===== src/rtl/exc_pkg.sv =====
// rtl/exc_pkg.sv - shared types and ExcCode constants for the exception sequencer
//
// Purpose: ExcCode values, sequencer state enum, event record struct and
// small helpers used by exc_prio and exc_seq.
// Ports: none (package).
package exc_pkg;

  localparam logic [4:0] EXC_INT  = 5'h00;
  localparam logic [4:0] EXC_ADEL = 5'h04;
  localparam logic [4:0] EXC_ADES = 5'h05;
  localparam logic [4:0] EXC_SYS  = 5'h08;
  localparam logic [4:0] EXC_BP   = 5'h09;
  localparam logic [4:0] EXC_RI   = 5'h0a;
  localparam logic [4:0] EXC_OV   = 5'h0c;

  typedef enum logic [1:0] {
    ST_IDLE,
    ST_DRAIN,
    ST_COMMIT,
    ST_REDIRECT
  } exc_state_t;

  typedef enum logic [1:0] {
    KIND_EXC,
    KIND_INT,
    KIND_ERET
  } exc_kind_t;

  typedef struct packed {
    exc_kind_t   kind;
    logic [4:0]  code;
    logic        bd;
    logic [31:0] pc;
    logic [31:0] badv;
    logic [31:0] epc;
  } exc_rec_t;

  // A delay-slot instruction restarts at its branch, one word earlier.
  function automatic logic [31:0] epc_of(input logic bd, input logic [31:0] pc);
    return bd ? (pc - 32'd4) : pc;
  endfunction

  // Only address errors carry a meaningful faulting address.
  function automatic logic has_badv(input logic [4:0] code);
    return (code == EXC_ADEL) || (code == EXC_ADES);
  endfunction

endpackage


===== src/rtl/exc_seq_if.sv =====
// rtl/exc_seq_if.sv - M-stage, CP0 and redirect signal bundle of the exception sequencer
//
// Purpose: groups every non-clock/reset signal of exc_seq.
// Modports:
//   master - the sequencer: consumes M-stage/CP0/bus status, drives
//            stall/flush, CP0 commit record and the fetch redirect.
//   slave  - the surrounding pipeline: the mirror image.
interface exc_seq_if;

  logic        m_valid;
  logic        exc_valid_m;
  logic [4:0]  exc_code_m;
  logic        eret_m;
  logic        bd_m;
  logic [31:0] pc_m;
  logic [31:0] badvaddr_m;
  logic        int_pending;
  logic [31:0] epc_in;
  logic        ibus_busy;
  logic        dbus_busy;
  logic        redirect_ready;

  logic        stall_all;
  logic        flush_all;
  logic        cp0_we;
  logic [4:0]  cp0_exc_code;
  logic [31:0] cp0_epc;
  logic        cp0_bd;
  logic        cp0_badv_we;
  logic [31:0] cp0_badvaddr;
  logic        cp0_eret;
  logic        redirect_valid;
  logic [31:0] redirect_pc;

  modport master (
    input  m_valid, exc_valid_m, exc_code_m, eret_m, bd_m, pc_m, badvaddr_m,
           int_pending, epc_in, ibus_busy, dbus_busy, redirect_ready,
    output stall_all, flush_all, cp0_we, cp0_exc_code, cp0_epc, cp0_bd,
           cp0_badv_we, cp0_badvaddr, cp0_eret, redirect_valid, redirect_pc
  );

  modport slave (
    output m_valid, exc_valid_m, exc_code_m, eret_m, bd_m, pc_m, badvaddr_m,
           int_pending, epc_in, ibus_busy, dbus_busy, redirect_ready,
    input  stall_all, flush_all, cp0_we, cp0_exc_code, cp0_epc, cp0_bd,
           cp0_badv_we, cp0_badvaddr, cp0_eret, redirect_valid, redirect_pc
  );

endinterface


===== src/rtl/exc_prio.sv =====
// rtl/exc_prio.sv - combinational event priority selector for the M-stage instruction
//
// Purpose: decides whether the M-stage slot raises an event and builds its
// record. Priority: interrupt > synchronous exception > ERET.
// Ports:
//   m_valid, exc_valid_m, exc_code_m, eret_m, bd_m, pc_m, badvaddr_m,
//   int_pending, epc_in  in   M-stage and CP0 status
//   ev_valid             out  an event is present this cycle
//   rec                  out  record describing the selected event
module exc_prio
  import exc_pkg::*;
(
  input  logic        m_valid,
  input  logic        exc_valid_m,
  input  logic [4:0]  exc_code_m,
  input  logic        eret_m,
  input  logic        bd_m,
  input  logic [31:0] pc_m,
  input  logic [31:0] badvaddr_m,
  input  logic        int_pending,
  input  logic [31:0] epc_in,
  output logic        ev_valid,
  output exc_rec_t    rec
);

  always_comb begin
    ev_valid = m_valid & (int_pending | exc_valid_m | eret_m);
    rec.bd   = bd_m;
    rec.pc   = pc_m;
    rec.badv = badvaddr_m;
    rec.epc  = epc_in;
    if (int_pending) begin
      rec.kind = KIND_INT;
      rec.code = EXC_INT;
    end else if (exc_valid_m) begin
      // An exception on the same instruction as ERET discards the ERET.
      rec.kind = KIND_EXC;
      rec.code = exc_code_m;
    end else begin
      rec.kind = KIND_ERET;
      rec.code = EXC_INT;
    end
  end

endmodule


===== src/rtl/exc_seq.sv =====
// rtl/exc_seq.sv - exception sequencer between the M stage and CP0
//
// Purpose: on an exception/interrupt/ERET in M, freezes the pipeline, waits
// for bus drain, commits the record to CP0 for one cycle, then flushes and
// redirects fetch under a valid/ready handshake.
// Ports:
//   clk     in  clock
//   resetn  in  synchronous active-low reset
//   bus     exc_seq_if.master: M-stage inputs, CP0 commit outputs, redirect
// Parameters:
//   EXC_VECTOR  exception entry PC
module exc_seq
  import exc_pkg::*;
#(
  parameter logic [31:0] EXC_VECTOR = 32'hbfc00380
) (
  input  logic       clk,
  input  logic       resetn,
  exc_seq_if.master  bus
);

  logic       ev_valid;
  exc_rec_t   ev_rec;

  exc_state_t  state;
  exc_rec_t    rec_q;
  logic [31:0] epc_q;
  logic        stall_q;
  logic        flush_q;
  logic        we_q;
  logic        eret_q;
  logic        badv_we_q;
  logic        rv_q;
  logic [31:0] rpc_q;

  // Record that COMMIT will use: fresh from the selector when skipping
  // DRAIN, otherwise the one latched at detection.
  exc_rec_t   commit_src;
  logic       busy;

  exc_prio u_prio (
    .m_valid     (bus.m_valid),
    .exc_valid_m (bus.exc_valid_m),
    .exc_code_m  (bus.exc_code_m),
    .eret_m      (bus.eret_m),
    .bd_m        (bus.bd_m),
    .pc_m        (bus.pc_m),
    .badvaddr_m  (bus.badvaddr_m),
    .int_pending (bus.int_pending),
    .epc_in      (bus.epc_in),
    .ev_valid    (ev_valid),
    .rec         (ev_rec)
  );

  assign commit_src = (state == ST_IDLE) ? ev_rec : rec_q;
  assign busy       = bus.ibus_busy | bus.dbus_busy;

  always_ff @(posedge clk) begin
    if (!resetn) begin
      state     <= ST_IDLE;
      rec_q     <= '0;
      epc_q     <= '0;
      stall_q   <= 1'b0;
      flush_q   <= 1'b0;
      we_q      <= 1'b0;
      eret_q    <= 1'b0;
      badv_we_q <= 1'b0;
      rv_q      <= 1'b0;
      rpc_q     <= '0;
    end else begin
      case (state)
        ST_IDLE: begin
          if (ev_valid) begin
            rec_q   <= ev_rec;
            epc_q   <= epc_of(ev_rec.bd, ev_rec.pc);
            stall_q <= 1'b1;
            state   <= busy ? ST_DRAIN : ST_COMMIT;
            if (!busy) begin
              flush_q   <= 1'b1;
              we_q      <= (commit_src.kind != KIND_ERET);
              eret_q    <= (commit_src.kind == KIND_ERET);
              badv_we_q <= (commit_src.kind == KIND_EXC) & has_badv(commit_src.code);
            end
          end
        end
        ST_DRAIN: begin
          if (!busy) begin
            state     <= ST_COMMIT;
            flush_q   <= 1'b1;
            we_q      <= (commit_src.kind != KIND_ERET);
            eret_q    <= (commit_src.kind == KIND_ERET);
            badv_we_q <= (commit_src.kind == KIND_EXC) & has_badv(commit_src.code);
          end
        end
        ST_COMMIT: begin
          we_q      <= 1'b0;
          eret_q    <= 1'b0;
          badv_we_q <= 1'b0;
          rv_q      <= 1'b1;
          rpc_q     <= (rec_q.kind == KIND_ERET) ? rec_q.epc : EXC_VECTOR;
          state     <= ST_REDIRECT;
        end
        ST_REDIRECT: begin
          if (bus.redirect_ready) begin
            rv_q    <= 1'b0;
            flush_q <= 1'b0;
            stall_q <= 1'b0;
            state   <= ST_IDLE;
          end
        end
        default: state <= ST_IDLE;
      endcase
    end
  end

  // The only combinational path: freeze in the detection cycle itself.
  assign bus.stall_all      = stall_q | ((state == ST_IDLE) & ev_valid);
  assign bus.flush_all      = flush_q;
  assign bus.cp0_we         = we_q;
  assign bus.cp0_eret       = eret_q;
  assign bus.cp0_badv_we    = badv_we_q;
  assign bus.cp0_exc_code   = rec_q.code;
  assign bus.cp0_bd         = rec_q.bd;
  assign bus.cp0_epc        = epc_q;
  assign bus.cp0_badvaddr   = rec_q.badv;
  assign bus.redirect_valid = rv_q;
  assign bus.redirect_pc    = rpc_q;

endmodule


===== src/flat_wrapper.sv =====
// flat-port wrapper written by rule: the top's interface ports become plain ports
module exc_seq_flat import exc_pkg::*;
#(
  parameter logic [31:0] EXC_VECTOR = 32'hbfc00380
)
  (clk, resetn, bus_m_valid, bus_exc_valid_m, bus_exc_code_m, bus_eret_m, bus_bd_m, bus_pc_m, bus_badvaddr_m, bus_int_pending, bus_epc_in, bus_ibus_busy, bus_dbus_busy, bus_redirect_ready, bus_stall_all, bus_flush_all, bus_cp0_we, bus_cp0_exc_code, bus_cp0_epc, bus_cp0_bd, bus_cp0_badv_we, bus_cp0_badvaddr, bus_cp0_eret, bus_redirect_valid, bus_redirect_pc);
  exc_seq_if bus_i ();
  input  logic clk;
  input  logic resetn;
  input wire logic [$bits(bus_i.m_valid)-1:0] bus_m_valid;
  input wire logic [$bits(bus_i.exc_valid_m)-1:0] bus_exc_valid_m;
  input wire logic [$bits(bus_i.exc_code_m)-1:0] bus_exc_code_m;
  input wire logic [$bits(bus_i.eret_m)-1:0] bus_eret_m;
  input wire logic [$bits(bus_i.bd_m)-1:0] bus_bd_m;
  input wire logic [$bits(bus_i.pc_m)-1:0] bus_pc_m;
  input wire logic [$bits(bus_i.badvaddr_m)-1:0] bus_badvaddr_m;
  input wire logic [$bits(bus_i.int_pending)-1:0] bus_int_pending;
  input wire logic [$bits(bus_i.epc_in)-1:0] bus_epc_in;
  input wire logic [$bits(bus_i.ibus_busy)-1:0] bus_ibus_busy;
  input wire logic [$bits(bus_i.dbus_busy)-1:0] bus_dbus_busy;
  input wire logic [$bits(bus_i.redirect_ready)-1:0] bus_redirect_ready;
  output wire logic [$bits(bus_i.stall_all)-1:0] bus_stall_all;
  output wire logic [$bits(bus_i.flush_all)-1:0] bus_flush_all;
  output wire logic [$bits(bus_i.cp0_we)-1:0] bus_cp0_we;
  output wire logic [$bits(bus_i.cp0_exc_code)-1:0] bus_cp0_exc_code;
  output wire logic [$bits(bus_i.cp0_epc)-1:0] bus_cp0_epc;
  output wire logic [$bits(bus_i.cp0_bd)-1:0] bus_cp0_bd;
  output wire logic [$bits(bus_i.cp0_badv_we)-1:0] bus_cp0_badv_we;
  output wire logic [$bits(bus_i.cp0_badvaddr)-1:0] bus_cp0_badvaddr;
  output wire logic [$bits(bus_i.cp0_eret)-1:0] bus_cp0_eret;
  output wire logic [$bits(bus_i.redirect_valid)-1:0] bus_redirect_valid;
  output wire logic [$bits(bus_i.redirect_pc)-1:0] bus_redirect_pc;
  assign bus_i.m_valid = bus_m_valid;
  assign bus_i.exc_valid_m = bus_exc_valid_m;
  assign bus_i.exc_code_m = bus_exc_code_m;
  assign bus_i.eret_m = bus_eret_m;
  assign bus_i.bd_m = bus_bd_m;
  assign bus_i.pc_m = bus_pc_m;
  assign bus_i.badvaddr_m = bus_badvaddr_m;
  assign bus_i.int_pending = bus_int_pending;
  assign bus_i.epc_in = bus_epc_in;
  assign bus_i.ibus_busy = bus_ibus_busy;
  assign bus_i.dbus_busy = bus_dbus_busy;
  assign bus_i.redirect_ready = bus_redirect_ready;
  assign bus_stall_all = bus_i.stall_all;
  assign bus_flush_all = bus_i.flush_all;
  assign bus_cp0_we = bus_i.cp0_we;
  assign bus_cp0_exc_code = bus_i.cp0_exc_code;
  assign bus_cp0_epc = bus_i.cp0_epc;
  assign bus_cp0_bd = bus_i.cp0_bd;
  assign bus_cp0_badv_we = bus_i.cp0_badv_we;
  assign bus_cp0_badvaddr = bus_i.cp0_badvaddr;
  assign bus_cp0_eret = bus_i.cp0_eret;
  assign bus_redirect_valid = bus_i.redirect_valid;
  assign bus_redirect_pc = bus_i.redirect_pc;
  exc_seq #(.EXC_VECTOR(EXC_VECTOR)) u_core (.clk(clk), .resetn(resetn), .bus(bus_i));
endmodule

===== config.mk =====
export PLATFORM = sky130hd
export DESIGN_NAME = exc_seq_flat
export DESIGN_NICKNAME = d
export VERILOG_FILES = /design/src/rtl/exc_pkg.sv /design/src/rtl/exc_seq_if.sv /design/src/rtl/exc_prio.sv /design/src/rtl/exc_seq.sv /design/src/flat_wrapper.sv
export SDC_FILE = /design/constraint.sdc
export NUM_CORES = 1
export LEC_CHECK = 0
export ABC_AREA = 1
export BUFFER_PORTS_ARGS = -buffer_cell sky130_fd_sc_hd__buf_2
export CORE_UTILIZATION = 52
export CTS_BUF_LIST = sky130_fd_sc_hd__clkbuf_8
export CTS_CLUSTER_DIAMETER = 80
export CTS_CLUSTER_SIZE = 40
export DETAILED_ROUTE_END_ITERATION = 12
export GPL_TIMING_DRIVEN = 0
export PLACE_DENSITY = 0.92
export RECOVER_POWER = 50
export SYNTH_ARGS = -nofsm -noshare
export SYNTH_HDL_FRONTEND = slang
export SYNTH_SLANG_ARGS = --single-unit

===== constraint.sdc =====
create_clock -name clk -period 1.65 [get_ports clk]
set_input_delay 0.2475 -clock clk [delete_from_list [all_inputs] [get_ports clk]]
set_output_delay 0.2475 -clock clk [all_outputs]
set_load 0.02 [all_outputs]

==> flow_metrics.py <==
metrics = {
    "global_route": {
        "antenna_found_initial": 0,
        "grt_first_pass_wirelength_um": 29700,
        "grt_usage_pct": 29.9,
        "grt_pass1_vias": 6168,
        "grt_max_degree": 17,
        "grt-ovfl-total": 0,
    },
    "die": {
        "die_y_um": 113,
        "die_area_um2": 12700,
        "initial_core_util_pct": 53.2,
        "chipWidth_um": 113,
        "ioPinCount": 219,
        "core_area_um2": 12000,
        "num_rows": 40,
    },
    "sta": {
        "setup_violations": 3,
        "period_share_pct": 106,
        "rsz0062_at_grt": "true",
        "fmax_mhz": 572,
        "fin_skew_ns": 0.0113,
        "hold_viol": 0,
        "finalSetupTns_ns": -0.146,
        "worst_pin_slew_ns": 0.525,
        "min_period_ns": 1.75,
        "max_slew_margin_pct": 65.0,
        "fin_ws_ns": -0.0981,
        "final-max-slew-violation-count": 0,
        "worst_hold_slack_ns": 0.0289,
    },
    "routing": {
        "drcViolationCount": 0,
        "drtPass1Iterations": 5,
        "vias": 6725,
        "drt-wirelength-per-cell_um": 14.8,
        "drt_iter0_drc": 710,
        "ant_nets": 0,
        "viasPerCell": 5.23,
        "wirelength_um": 19100,
    },
    "logic_synthesis": {
        "ys_seq_area_share_pct": 45.1,
        "synth_flop_cell": "dfxtp_1",
        "synth_top_cell_area_share_pct": 45.1,
        "synth_fp_nets": 1001,
        "synthesis.instances": 884,
        "synth_most_common_cell": "nand2_1",
        "async_reset_ff_share_pct": 0,
        "synth_edf_count": 0,
        "ys_warn_count": 0,
        "yosys_register_bits": 144,
        "synth.distinct_cells": 32,
        "synth.top_cells.by_area": "dfxtp_1 (45%), nand2_1 (13%), a21oi_1 (9.4%)",
        "yosys-top-cells-count": "nand2_1 (221), dfxtp_1 (144), a21oi_1 (120)",
        "avgSynthCellArea_um2": 7.23,
        "netlist_area_um2": 6390,
        "yosysTopAreaCell": "dfxtp_1",
    },
    "run_status": {
        "violations": "setup timing",
        "status": "finished, violations left",
    },
    "worst_setup_path": {
        "required_ns": 1.40,
        "crit_start": "u_core.state[0]$_SDFFE_PN0P_",
        "crit_path_end_kind": "output port",
        "cp-start-kind": "flop",
        "cp.arrival_ns": 1.50,
        "crit_chain": "inv_4 -> ha_4 -> nand3_4 -> inv_4 -> or2_4 -> buf_6",
        "critPathKind": "flop to output port",
        "max_stage_delay_ns": 0.38,
        "reg2reg_from": "u_core.state[0]$_SDFFE_PN0P_",
        "cp_max_fo": 2,
        "cpMostUsedCell": "inv_4",
        "slowest_stage": "dfxtp_4",
    },
    "place": {
        "dp_hpwl_um": 14300,
        "port_buffers": 217,
        "dp_slack_ns": -0.176,
        "gp_congestion": 0.957,
    },
    "cts": {
        "clock_sinks": 144,
        "postCtsHoldBufs": 0,
        "root_buffer": "clkbuf_8",
        "htreeDepth": 4,
        "numCtsBuffers": 17,
        "clock_path_buffers": 2,
        "clkTransAtPathRegs_ns": 0.08,
        "cts_tree": "done",
        "clock_latency_ns": 0.46,
    },
    "min_path": {
        "hp-start": "bus_badvaddr_m[22]",
        "worstHoldPathType": "primary input to flop",
    },
    "power": {
        "swShare_pct": 42.4,
        "p_leak_nw": 3.51,
        "power_frac_seq_pct": 39.1,
        "pwr-share-clk_pct": 20.2,
        "p_per_area_nw_per_um2": 1540,
        "ir_drop_uv": 965,
        "finalPower_w": 0.0123,
        "p_sw_w": 0.00520,
        "p_comb_share_pct": 40.7,
        "internal_power_w": 0.00707,
    },
    "cells_and_area": {
        "nNetsFinal": 1244,
        "drive_above_1_share_pct": 20.0,
        "num-fill-cells": 1107,
        "antennaDiodeCount": 0,
        "syn2layout_area_growth_pct": 24.8,
    },
    "flow_run": {
        "cap_violations": 0,
    },
}
-- area by class of cell --
type,instances,area (µm²),area share (%)
Buffer,86,527,6.60
Clock buffer,17,234,2.93
Clock inverter,15,111,1.40
Inverter,70,270,3.39
Multi-Input combinational cell,584,2750,34.5
Sequential cell,144,2890,36.2
Tap cell,147,184,2.31
Timing Repair Buffer,224,1010,12.7
-- cell usage in the layout (no fill, tap or decap), types with 3 or more instances in the layout --
| cell type | count |
|---|---|
| a21oi_1 | 120 |
| nor2_1 | 65 |
| nor3_1 | 5 |
| buf_4 | 51 |
| clkbuf_8 | 17 |
| inv_4 | 3 |
| clkbuf_2 | 12 |
| clkbuf_1 | 127 |
| a31oi_1 | 15 |
| nor2_2 | 4 |
| inv_6 | 4 |
| clkinv_2 | 4 |
| clkinv_4 | 3 |
| nand4_1 | 9 |
| o21a_1 | 6 |
| xor2_1 | 7 |
| ha_1 | 5 |
| dfxtp_1 | 142 |
| o21ai_0 | 82 |
| nand2_1 | 221 |
| buf_2 | 116 |
| o21ai_1 | 3 |
| inv_1 | 67 |
| nand3_1 | 28 |
-- metal layers --
metal	GRT usage [%]	vias to the layer above	routed length, µm
met5	0	-	0
met1	38.1	3038	8180
met3	6.70	44	1450
li1	-	3329	-
met4	11.9	0	514
met2	49.4	314	8950
-- worst max-delay path: cells and delay by family, from the launching register on --
| family | cells | cell delay [ns] |
|---|---|---|
| buffers and inverters | 3 | 0.21 |
| DFF | 1 | 0.38 |
| adders and majority gates | 1 | 0.16 |
| and+or+nand+nor | 2 | 0.30 |
-- kinds of logic (layout without fill, tap and decap cells) --
kind of cell | after synthesis | count (layout) | synth area share [%]
xor gates and xnor gates | 8 | 8 | 1.10
and+or+nand+nor | 339 | 339 | 21.6
buffers and inverters | 156 | 412 | 12.3
AOI/OAI and AO/OA | 231 | 231 | 18.8
adders and majority gates | 6 | 6 | 1.17
DFF | 144 | 144 | 45.1
-- metrics by stage --
step	area [µm²]	cells	util (%)
2_1_floorplan	6390	884	-
3_3_place_gp	7660	1248	63.8
3_5_place_dp	7660	1248	63.8
4_1_cts	8110	1287	67.5
5_1_grt	7980	1287	66.4
6_report	7980	1287	66.4
-- repair_timing --
action / CTS / global route
pin swaps: 1 / 1
endpoints found under the setup margin: 124 / 37
gates resized for setup: 17 / 19
setup buffers: 7 / 0
-- sequential cells by signal, indices dropped and copies added (netlist names), 2 cells and up --
| signal | flops |
|---|---|
| u_core.bus.cp0_epc | 32 |
| u_core.rec_q | 34 |
| u_core.bus.redirect_pc | 32 |
| u_core.bus.cp0_exc_code | 5 |
| u_core.state | 2 |
| u_core.bus.cp0_badvaddr | 32 |
-- power groups by stage --
stage	clock, W	sequential, W	combinational (W)
2_1_floorplan	0	0.00538	0.00264
3_5_place_dp	0	0.00482	0.00483
3_3_place_gp	0	0.00480	0.00472
6_report	0.00248	0.00480	0.00499
5_1_grt	0.00267	0.00488	0.00543
4_1_cts	0.00252	0.00476	0.00509
-- path summary, 6_finish.rpt --
path                                         endpoint  slack [ns]  depth (start not counted)
max                                     bus_stall_all        -0.1                          6
min          u_core.bus.cp0_badvaddr[22]$_SDFFE_PN0P_        0.03                          3
max reg2reg       u_core.bus.cp0_badv_we$_SDFFE_PN0P_       -0.03                          9
min reg2reg   u_core.bus.redirect_pc[20]$_SDFFE_PN0P_        0.46                          2
(Power assumes the default switching activity.)
